<file path="src/rtl/fft_stage_sequencer_pkg.sv">
// Shared FFT sequencer parameters: FSM state encoding, default pass count and field widths.
package fft_stage_sequencer_pkg;

    localparam int unsigned NPASS_DEF = 3;
    localparam int unsigned STAGE_W   = 2;
    localparam int unsigned FRAMES_W  = 8;

    typedef enum logic [2:0] {
        ST_IDLE  = 3'd0,
        ST_LOAD  = 3'd1,
        ST_ISSUE = 3'd2,
        ST_RUN   = 3'd3,
        ST_DONE  = 3'd4
    } seq_state_e;

endpackage

</file>
<file path="src/rtl/fft_seq_wdog.sv">
// RUN-state watchdog: counts cycles spent in RUN and flags when the budget is exhausted.
module fft_seq_wdog
    import fft_stage_sequencer_pkg::*;
#(
    parameter int unsigned WDOG_CYC = 1023
) (
    input  logic clk,
    input  logic rst_n,
    input  logic clr_i,
    input  logic run_i,
    output logic expired_c
);

    localparam int unsigned CNT_W = $clog2(WDOG_CYC + 1);

    logic [CNT_W-1:0] cnt_q, cnt_d;

    // cnt_q holds the number of RUN cycles already completed
    assign expired_c = run_i && (cnt_q == CNT_W'(WDOG_CYC - 1));

    always_comb begin
        cnt_d = cnt_q;
        if (clr_i) begin
            cnt_d = '0;
        end else if (run_i && !expired_c) begin
            cnt_d = cnt_q + CNT_W'(1);
        end
    end

    always_ff @(posedge clk or negedge rst_n) begin
        if (!rst_n) begin
            cnt_q <= '0;
        end else begin
            cnt_q <= cnt_d;
        end
    end

endmodule

</file>
<file path="src/rtl/fft_stage_sequencer.sv">
// Sequences the butterfly passes of one 32-point FFT frame and decodes per-pass controls.
// Optional RUN watchdog enabled by defining FFT_SEQ_WDOG_EN.
module fft_stage_sequencer
    import fft_stage_sequencer_pkg::*;
#(
    parameter int unsigned NPASS    = NPASS_DEF,
    parameter int unsigned WDOG_CYC = 1023
) (
    input  logic                CLK,
    input  logic                RST,
    input  logic                START,
    input  logic                BUF_RDY,
    input  logic                PASS_DONE,
    output logic                PASS_START,
    output logic [STAGE_W-1:0]  STAGE,
    output logic                WSTAGE,
    output logic                GEMM_CTRL,
    output logic                TW_EN,
    output logic                INV_ADDR,
    output logic                BUSY,
    output logic                RDY,
    output logic                ERR,
    output logic [FRAMES_W-1:0] FRAMES
);

    seq_state_e          state_q, state_d;
    logic [STAGE_W-1:0]  stage_q, stage_d;
    logic [FRAMES_W-1:0] frames_q, frames_d;
    logic                err_q, err_d;
    logic                pass_start_q, pass_start_d;
    logic                wstage_q, wstage_d;
    logic                gemm_q, gemm_d;
    logic                tw_en_q, tw_en_d;
    logic                inv_q, inv_d;
    logic                busy_q, busy_d;
    logic                rdy_q, rdy_d;
    logic                last_pass_c;
    logic                wdog_expired_c;

    assign last_pass_c = (stage_q == STAGE_W'(NPASS - 1));

`ifdef FFT_SEQ_WDOG_EN
    fft_seq_wdog #(
        .WDOG_CYC (WDOG_CYC)
    ) u_wdog (
        .clk       (CLK),
        .rst_n     (RST),
        .clr_i     (state_q == ST_ISSUE),
        .run_i     (state_q == ST_RUN),
        .expired_c (wdog_expired_c)
    );
`else
    // WDOG_CYC has no effect in this build; referenced so both builds share one interface
    assign wdog_expired_c = 1'b0 & (WDOG_CYC == 32'd0);
`endif

    always_comb begin
        state_d  = state_q;
        stage_d  = stage_q;
        frames_d = frames_q;
        err_d    = err_q;

        unique case (state_q)
            ST_IDLE: begin
                if (START) begin
                    state_d = ST_LOAD;
                    stage_d = '0;
                end
            end
            ST_LOAD: begin
                if (BUF_RDY) begin
                    state_d = ST_ISSUE;
                end
            end
            ST_ISSUE: begin
                state_d = ST_RUN;
            end
            ST_RUN: begin
                if (PASS_DONE) begin
                    if (last_pass_c) begin
                        state_d  = ST_DONE;
                        frames_d = frames_q + FRAMES_W'(1);
                    end else begin
                        state_d = ST_LOAD;
                        stage_d = stage_q + STAGE_W'(1);
                    end
                end else if (wdog_expired_c) begin
                    state_d = ST_IDLE;
                    err_d   = 1'b1;
                end
            end
            ST_DONE: begin
                state_d = ST_IDLE;
            end
            default: begin
                state_d = ST_IDLE;
            end
        endcase

        // a START that cannot be accepted is a protocol error; the frame continues
        if (START && (state_q != ST_IDLE)) begin
            err_d = 1'b1;
        end

        busy_d       = (state_d != ST_IDLE);
        pass_start_d = (state_d == ST_ISSUE);
        rdy_d        = (state_d == ST_DONE);
        wstage_d     = busy_d && stage_d[0];
        gemm_d       = busy_d && (stage_d != STAGE_W'(NPASS - 1));
        tw_en_d      = gemm_d;
        inv_d        = busy_d && (stage_d == STAGE_W'(1));
    end

    always_ff @(posedge CLK or negedge RST) begin
        if (!RST) begin
            state_q      <= ST_IDLE;
            stage_q      <= '0;
            frames_q     <= '0;
            err_q        <= 1'b0;
            pass_start_q <= 1'b0;
            wstage_q     <= 1'b0;
            gemm_q       <= 1'b0;
            tw_en_q      <= 1'b0;
            inv_q        <= 1'b0;
            busy_q       <= 1'b0;
            rdy_q        <= 1'b0;
        end else begin
            state_q      <= state_d;
            stage_q      <= stage_d;
            frames_q     <= frames_d;
            err_q        <= err_d;
            pass_start_q <= pass_start_d;
            wstage_q     <= wstage_d;
            gemm_q       <= gemm_d;
            tw_en_q      <= tw_en_d;
            inv_q        <= inv_d;
            busy_q       <= busy_d;
            rdy_q        <= rdy_d;
        end
    end

    assign PASS_START = pass_start_q;
    assign STAGE      = stage_q;
    assign WSTAGE     = wstage_q;
    assign GEMM_CTRL  = gemm_q;
    assign TW_EN      = tw_en_q;
    assign INV_ADDR   = inv_q;
    assign BUSY       = busy_q;
    assign RDY        = rdy_q;
    assign ERR        = err_q;
    assign FRAMES     = frames_q;

endmodule

</file>
<file path="config.mk">
export PLATFORM = sky130hd
export DESIGN_NAME = fft_stage_sequencer
export DESIGN_NICKNAME = d
export VERILOG_FILES = /design/src/rtl/fft_stage_sequencer_pkg.sv /design/src/rtl/fft_seq_wdog.sv /design/src/rtl/fft_stage_sequencer.sv
export SDC_FILE = /design/constraint.sdc
export NUM_CORES = 1
export LEC_CHECK = 0
export ABC_CLOCK_PERIOD_IN_PS = 1430
export CAP_MARGIN = 10
export CORE_UTILIZATION = 43
export DETAILED_ROUTE_END_ITERATION = 16
export PLACE_DENSITY_LB_ADDON = 0.3
export SETUP_SLACK_MARGIN = 0.02
export SKIP_CTS_REPAIR_TIMING = 1
export SYNTH_ARGS = -nofsm -noshare
export SYNTH_HDL_FRONTEND = slang
export SYNTH_SLANG_ARGS = --single-unit
</file>
<file path="constraint.sdc">
create_clock -name CLK -period 1.43 [get_ports CLK]
set_clock_uncertainty 0.15 [all_clocks]
set_input_delay 0.286 -clock CLK [delete_from_list [all_inputs] [get_ports CLK]]
set_output_delay 0.286 -clock CLK [all_outputs]
set_load 0.1 [all_outputs]
</file>
==> results_dict.tcl, run 1 <==
set metrics [dict create \
    status "complete, but fails checks" \
    violations "negative setup slack" \
    regToRegStartpoint "STAGE[0]$_DFF_PN0_" \
    antenna_found_initial 0 \
    crit_type "flop to primary output" \
    synthToLayoutAreaGrowth_pct 80.9 \
    power_density_mw_per_mm2 2090 \
    synth_largest_area_cell "dfrtp_1" \
    vdd_drop_max_mv 2.07 \
    coreArea_mm2 0.00200 \
    setup-violations-final 21 \
    stdcell_count 157 \
    final_cell_area_mm2 0.00169 \
    num_antenna_cells 0 \
    syn_nets 90 \
    dp_hpwl_um 1650 \
    drive_gt1_share_pct 58.5 \
    grt_max_degree 21 \
    cp_cell_sequence "buf_6, buf_12" \
    cp-end-kind "primary output" \
    synth_seq_cells 20 \
    syn_avg_cell_area_um2 11.4 \
    dr.pass1.iters 6 \
    io_pins 23 \
    io_buffers 22 \
    wl_per_cell_um 15.1 \
    relSlewSlack_pct 83.1 \
    tns_ns -1.53 \
    drv_slew 0 \
    whs_ns 0.150 \
    startpoint_type "flop" \
    finalCriticalPeriod_ns 1.58 \
    netlist_area_um2 936 \
    cpPeakStageDelay_ns 0.54 \
    rsz0062_at_grt "true" \
    drt_wl_total_um 2370 \
    grt_pass1_wl_um 3530 \
    critPathSlowestCell "dfrtp_4" \
    synth_edf_count 0 \
    fp.dieW_um 48.7 \
    synth_cell_type_count 30 \
    clockBufferDepth 2 \
    p_leak_nw 0.774 \
    grtUsageTotal_pct 19.9 \
    die-area_mm2 0.00237 \
    overflow 0 \
    cap_violations 0 \
    fin_crit_sh_pct 110 \
    drtAntennaViolNets 0 \
    synthFlopType "dfrtp_1" \
    dp.cells 145 \
    synth_cells 82 \
    cts.clk_slew.worst_paths_ns 0.11 \
    cts_tree "built" \
    htreeDepth 1 \
    start_util_pct 46.8 \
    setup_ws_ns -0.149 \
    hold_viol_final 0 \
    max_slew.worst_pin.slew_ns 0.253 \
    ys_seq_area_share_pct 53.5 \
    pre_cts_slack_ns -0.325 \
    via_per_inst 5.30 \
    hold_class "input port to asynchronous set/reset pin" \
    gp_routability_congestion 0.749 \
    async_flop_share_pct 100 \
    drc 0 \
    critPathTopFamily "flip-flops" \
    worst_ep_required_time_ns 0.99 \
    vias 832 \
    cts_sinks 20 \
    synth_top_area_share_pct 53.5 \
    root_buffer "clkbuf_4" \
    nets 139 \
    worst-path-buf-inv 2 \
    synth_top_cells_by_area "dfrtp_1 (53%), ha_1 (4.0%), xor2_1 (3.7%), buf_6 (3.6%), xnor2_1 (2.8%)" \
    worstPathArrival_ns 1.14 \
    max_freq_mhz 633 \
    ys.warnings.count 0 \
    die_h_um 48.7 \
    cp-startpoint "STAGE[1]$_DFF_PN0_" \
    place_area_mm2 0.00155 \
    drtIter0Drc 27 \
    grt_pass1_vias 789 \
    rows 16 \
    clk_latency_ns 0.31 \
    cts_buffers 3 \
    cp_max_fo 4 \
]
[cell usage in the layout, fill, tap and decap left out, types with 2 or more instances in the layout]
| master | Yosys | routed |
|---|---|---|
| buf_4 | 1 | 20 |
| buf_12 | 0 | 18 |
| dfrtp_1 | 20 | 10 |
| dfrtp_4 | 0 | 9 |
| buf_6 | 3 | 6 |
| nand2_1 | 5 | 5 |
| inv_1 | 6 | 4 |
| nand3_1 | 5 | 4 |
| nand4_1 | 4 | 4 |
| xor2_1 | 4 | 4 |
| clkdlybuf4s50_1 | 0 | 4 |
| xnor2_1 | 3 | 3 |
| ha_4 | 0 | 3 |
| clkbuf_4 | 0 | 3 |
| inv_4 | 0 | 2 |
| o21ai_2 | 0 | 2 |
| a21oi_2 | 0 | 2 |
| a21oi_1 | 4 | 2 |
| nor2_1 | 2 | 2 |
| nor3_4 | 0 | 2 |
[per-stage QoR]
step / util [%] / total power (W)
2_1_floorplan: - / 0.00226
6_report: 84.6 / 0.00354
3_5_place_dp: 77.5 / 0.00313
5_1_grt: 84.6 / 0.00368
4_1_cts: 78.8 / 0.00342
3_3_place_gp: 77.5 / 0.00305
[final timing paths]
kind,end,slack (ns),cells after the start
max reg2reg,FRAMES[5]$_DFFE_PN0P_,-0.13,6
max,STAGE[1],-0.15,2
min,WSTAGE$_DFF_PN0_,0.15,2
min reg2reg,FRAMES[6]$_DFFE_PN0P_,0.38,1
max in group asynchronous,STAGE[1]$_DFF_PN0_,0.75,2
min in group CLK,FRAMES[6]$_DFFE_PN0P_,0.38,1
[state kept, by name, indices dropped and copies added (netlist names)]
register    flops
state_q         3
RDY             1
ERR             1
STAGE           2
INV_ADDR        1
PASS_START      1
WSTAGE          1
TW_EN           1
BUSY            1
FRAMES          8
[area by class of cell]
cell class                      count  area, um^2
Timing Repair Buffer               48         618
Sequential cell                    20         536
Multi-Input combinational cell     52         452
Fill cell                         101         309
Tap cell                           27        33.8
Inverter                            6        27.5
Clock buffer                        4        26.3
[synthesized netlist by cell type, types with 2 or more instances]
master / count
o21ai_0: 3
ha_1: 3
xor2_1: 4
buf_6: 3
a21oi_1: 4
nor3_1: 3
xnor2_1: 3
nand2_1: 5
nand4_1: 4
nor2_1: 2
dfrtp_1: 20
nand3_1: 5
inv_1: 6
[worst reg2reg max path, stage by stage (launching register included)]
cell     delay [ns]
dfrtp_4        0.52
inv_4          0.09
ha_4           0.14
nand4_1        0.09
buf_6          0.15
nor3_4         0.18
xor2_1         0.17
[report_power, final]
group	switching (W)	internal [W]
clock network	0.000183	0.000109
registers	0.000179	0.000745
logic	0.00136	0.000966
total	0.00172	0.00182
[cell families (layout without fill, tap and decap cells)]
kind of cell	Yosys count	after routing	share of synthesized area, %
AND/OR/NAND/NOR	30	30	19.3
flip-flops	20	20	53.5
AO/OA/AOI/OAI	11	11	8.29
buffers and inverters	10	58	6.82
XOR/XNOR	7	7	6.55
adder cells (fa/ha/maj)	3	3	4.01
multiplexers	1	1	1.60
[metal layers]
metal | routed length (um) | GRT usage, %
met1 | 997 | 25.4
met2 | 1230 | 32.9
met3 | 99 | 3.14
met4 | 50 | 9.80
met5 | 0 | 0
No activity file was read; power rests on OpenSTA's default activity.
==> inputs of run 2 (changes only) <==
- ABC_AREA: unset -> 1
- CTS_CLUSTER_DIAMETER: unset -> 30
==> results_dict.tcl, run 2 <==
set metrics [dict create \
    drtAntennaViolNets 0 \
    cp_max_fo 4 \
    syn_nets 130 \
    crit_type "flop to primary output" \
    relSlewSlack_pct 78.9 \
    grt_use_met3_pct 4.24 \
    synth_edf_count 0 \
    drtIter0Drc 48 \
    antenna_found_initial 0 \
    gp_routability_congestion 0.881 \
    ys.warnings.count 0 \
    worstPathArrival_ns 1.15 \
    fp.dieW_um 50.2 \
    cts_tree "built" \
    synth_top_cells_by_area "dfrtp_1 (50%), nand2_1 (13%), inv_1 (7.9%), nand3_1 (5.5%), xor2_1 (5.3%)" \
    drv_slew 0 \
    grt_pass1_vias 943 \
    num_antenna_cells 0 \
    clockBufferDepth 2 \
    grt_pass1_wl_um 4110 \
    final_common_cell "nand2_1" \
    async_flop_share_pct 100 \
    max_freq_mhz 630 \
    rows 17 \
    synthMostInstantiatedCell "nand2_1" \
    die_h_um 50.2 \
    hold_class "input port to asynchronous set/reset pin" \
    multi_input_area_um2 541 \
    gr-usage-met2_pct 39.6 \
    drive_gt1_share_pct 47.0 \
    top_usage_layer "met2" \
    dr.pass1.iters 4 \
    io_buffers 22 \
    cts_sinks 20 \
    max_slew.worst_pin.slew_ns 0.316 \
    ys_seq_area_share_pct 50.1 \
    netlist_area_um2 998 \
    setup_ws_ns -0.158 \
    root_buffer "clkbuf_4" \
    status "complete, but fails checks" \
    synth_cell_type_count 19 \
    violations "negative setup slack" \
    coreArea_mm2 0.00219 \
    utilization_pct 82.8 \
    layout_common_cells "nand2_1 (25), inv_1 (18), buf_12 (18)" \
    fillers 122 \
    die-area_mm2 0.00252 \
    grtUsageTotal_pct 22.3 \
    io_pins 23 \
    vias 1015 \
    synth_cells 122 \
    nets 173 \
    register_area_um2 539 \
    wl_per_cell_um 15.4 \
    synth_seq_cells 20 \
    cap_violations 0 \
    synthToLayoutAreaGrowth_pct 81.6 \
    fin_crit_sh_pct 111 \
    synthFlopType "dfrtp_1" \
    reg2reg_slack_ns -0.13 \
    cp-end-kind "primary output" \
    finalCriticalPeriod_ns 1.59 \
    drt_wl_total_um 2960 \
    syn_avg_cell_area_um2 8.18 \
    clk_latency_ns 0.31 \
    synth_largest_area_cell "dfrtp_1" \
    cts_buffers 3 \
    hold_viol_final 0 \
    htreeDepth 1 \
    met1_usage_pct 25.6 \
    setup-violations-final 22 \
    drc 0 \
    cts.clk_slew.worst_paths_ns 0.12 \
    rsz0062_at_grt "true" \
    largest_reg_flops 8 \
    start_util_pct 45.6 \
    worst_ep_required_time_ns 0.99 \
    overflow 0 \
    dp_hpwl_um 1920 \
    grt_max_degree 21 \
    startpoint_type "flop" \
    synth_top_area_share_pct 50.1 \
    via_per_inst 5.29 \
    yosys-top-cells-count "nand2_1 (35), inv_1 (21), dfrtp_1 (20)" \
]
[run 2: cell types whose count changed in the layout (fill, tap and decap cells not counted), moves of 3 or more]
cell | before | now
nand2_2 | 0 | 8
nand2_4 | 0 | 3
nand3_1 | 4 | 10
nand4_1 | 4 | 1
inv_1 | 4 | 18
xnor2_1 | 3 | 0
nor2_1 | 2 | 8
nor2_4 | 0 | 5
buf_4 | 20 | 10
nand2_1 | 5 | 25
[run 2: worst paths after layout]
check	startpoint	end	cells after the start
setup / recovery	STAGE[1]$_DFF_PN0_	STAGE[1]	2
hold / removal	RST	WSTAGE$_DFF_PN0_	2
setup reg to reg	STAGE[0]$_DFF_PN0_	FRAMES[6]$_DFFE_PN0P_	8
hold reg to reg	FRAMES[4]$_DFFE_PN0P_	FRAMES[4]$_DFFE_PN0P_	1
max in group asynchronous	RST	FRAMES[1]$_DFFE_PN0P_	2
min in group CLK	FRAMES[4]$_DFFE_PN0P_	FRAMES[4]$_DFFE_PN0P_	1
[run 2: critical path, stage by stage, from the launching register on]
cell and delay [ns]:
dfrtp_4 0.55, buf_6 0.14, buf_12 0.15
[run 2: routing by layer]
layer | routed length [um] | vias up
li1 | - | 457
met1 | 1150 | 487
met2 | 1510 | 56
met3 | 181 | 15
met4 | 117 | 0
met5 | 0 | -
[run 2: cell type report]
| cell class | count | share of cell area (%) |
|---|---|---|
| clock buffer | 3 | 1.24 |
| clock inverter | 1 | 1.66 |
| inverter | 22 | 5.66 |
| multi-input combinational | 80 | 29.8 |
| sequential | 20 | 29.7 |
| tap | 28 | 1.93 |
| timing repair buffer | 38 | 30.0 |
[run 2: through the flow]
stage	worst slack [ns]	hold WS, ns	setup TNS, ns	cells	area (um^2)
after floorplan	-0.178	-0.160	-1.42	122	1080
after global placement	-0.248	0.354	-2.44	183	1600
after detailed placement	-0.321	0.377	-3.47	183	1600
after CTS	-0.178	0.180	-1.45	187	1650
after global routing	-0.190	0.185	-2.42	192	1810
final	-0.158	0.165	-1.62	192	1810
[run 2: cells by family after synthesis]
kind of cell | Yosys count | share of synthesized area (%)
AOI/OAI and AO/OA | 4 | 2.26
xor gates and xnor gates | 6 | 5.26
adders and majority gates | 3 | 3.76
buffers and inverters | 23 | 9.02
DFF | 20 | 50.1
and+or+nand+nor | 66 | 29.6
Power of run 2 is not shown: default switching activity piles up to over one toggle a cycle in this logic, so the estimate is an artifact.
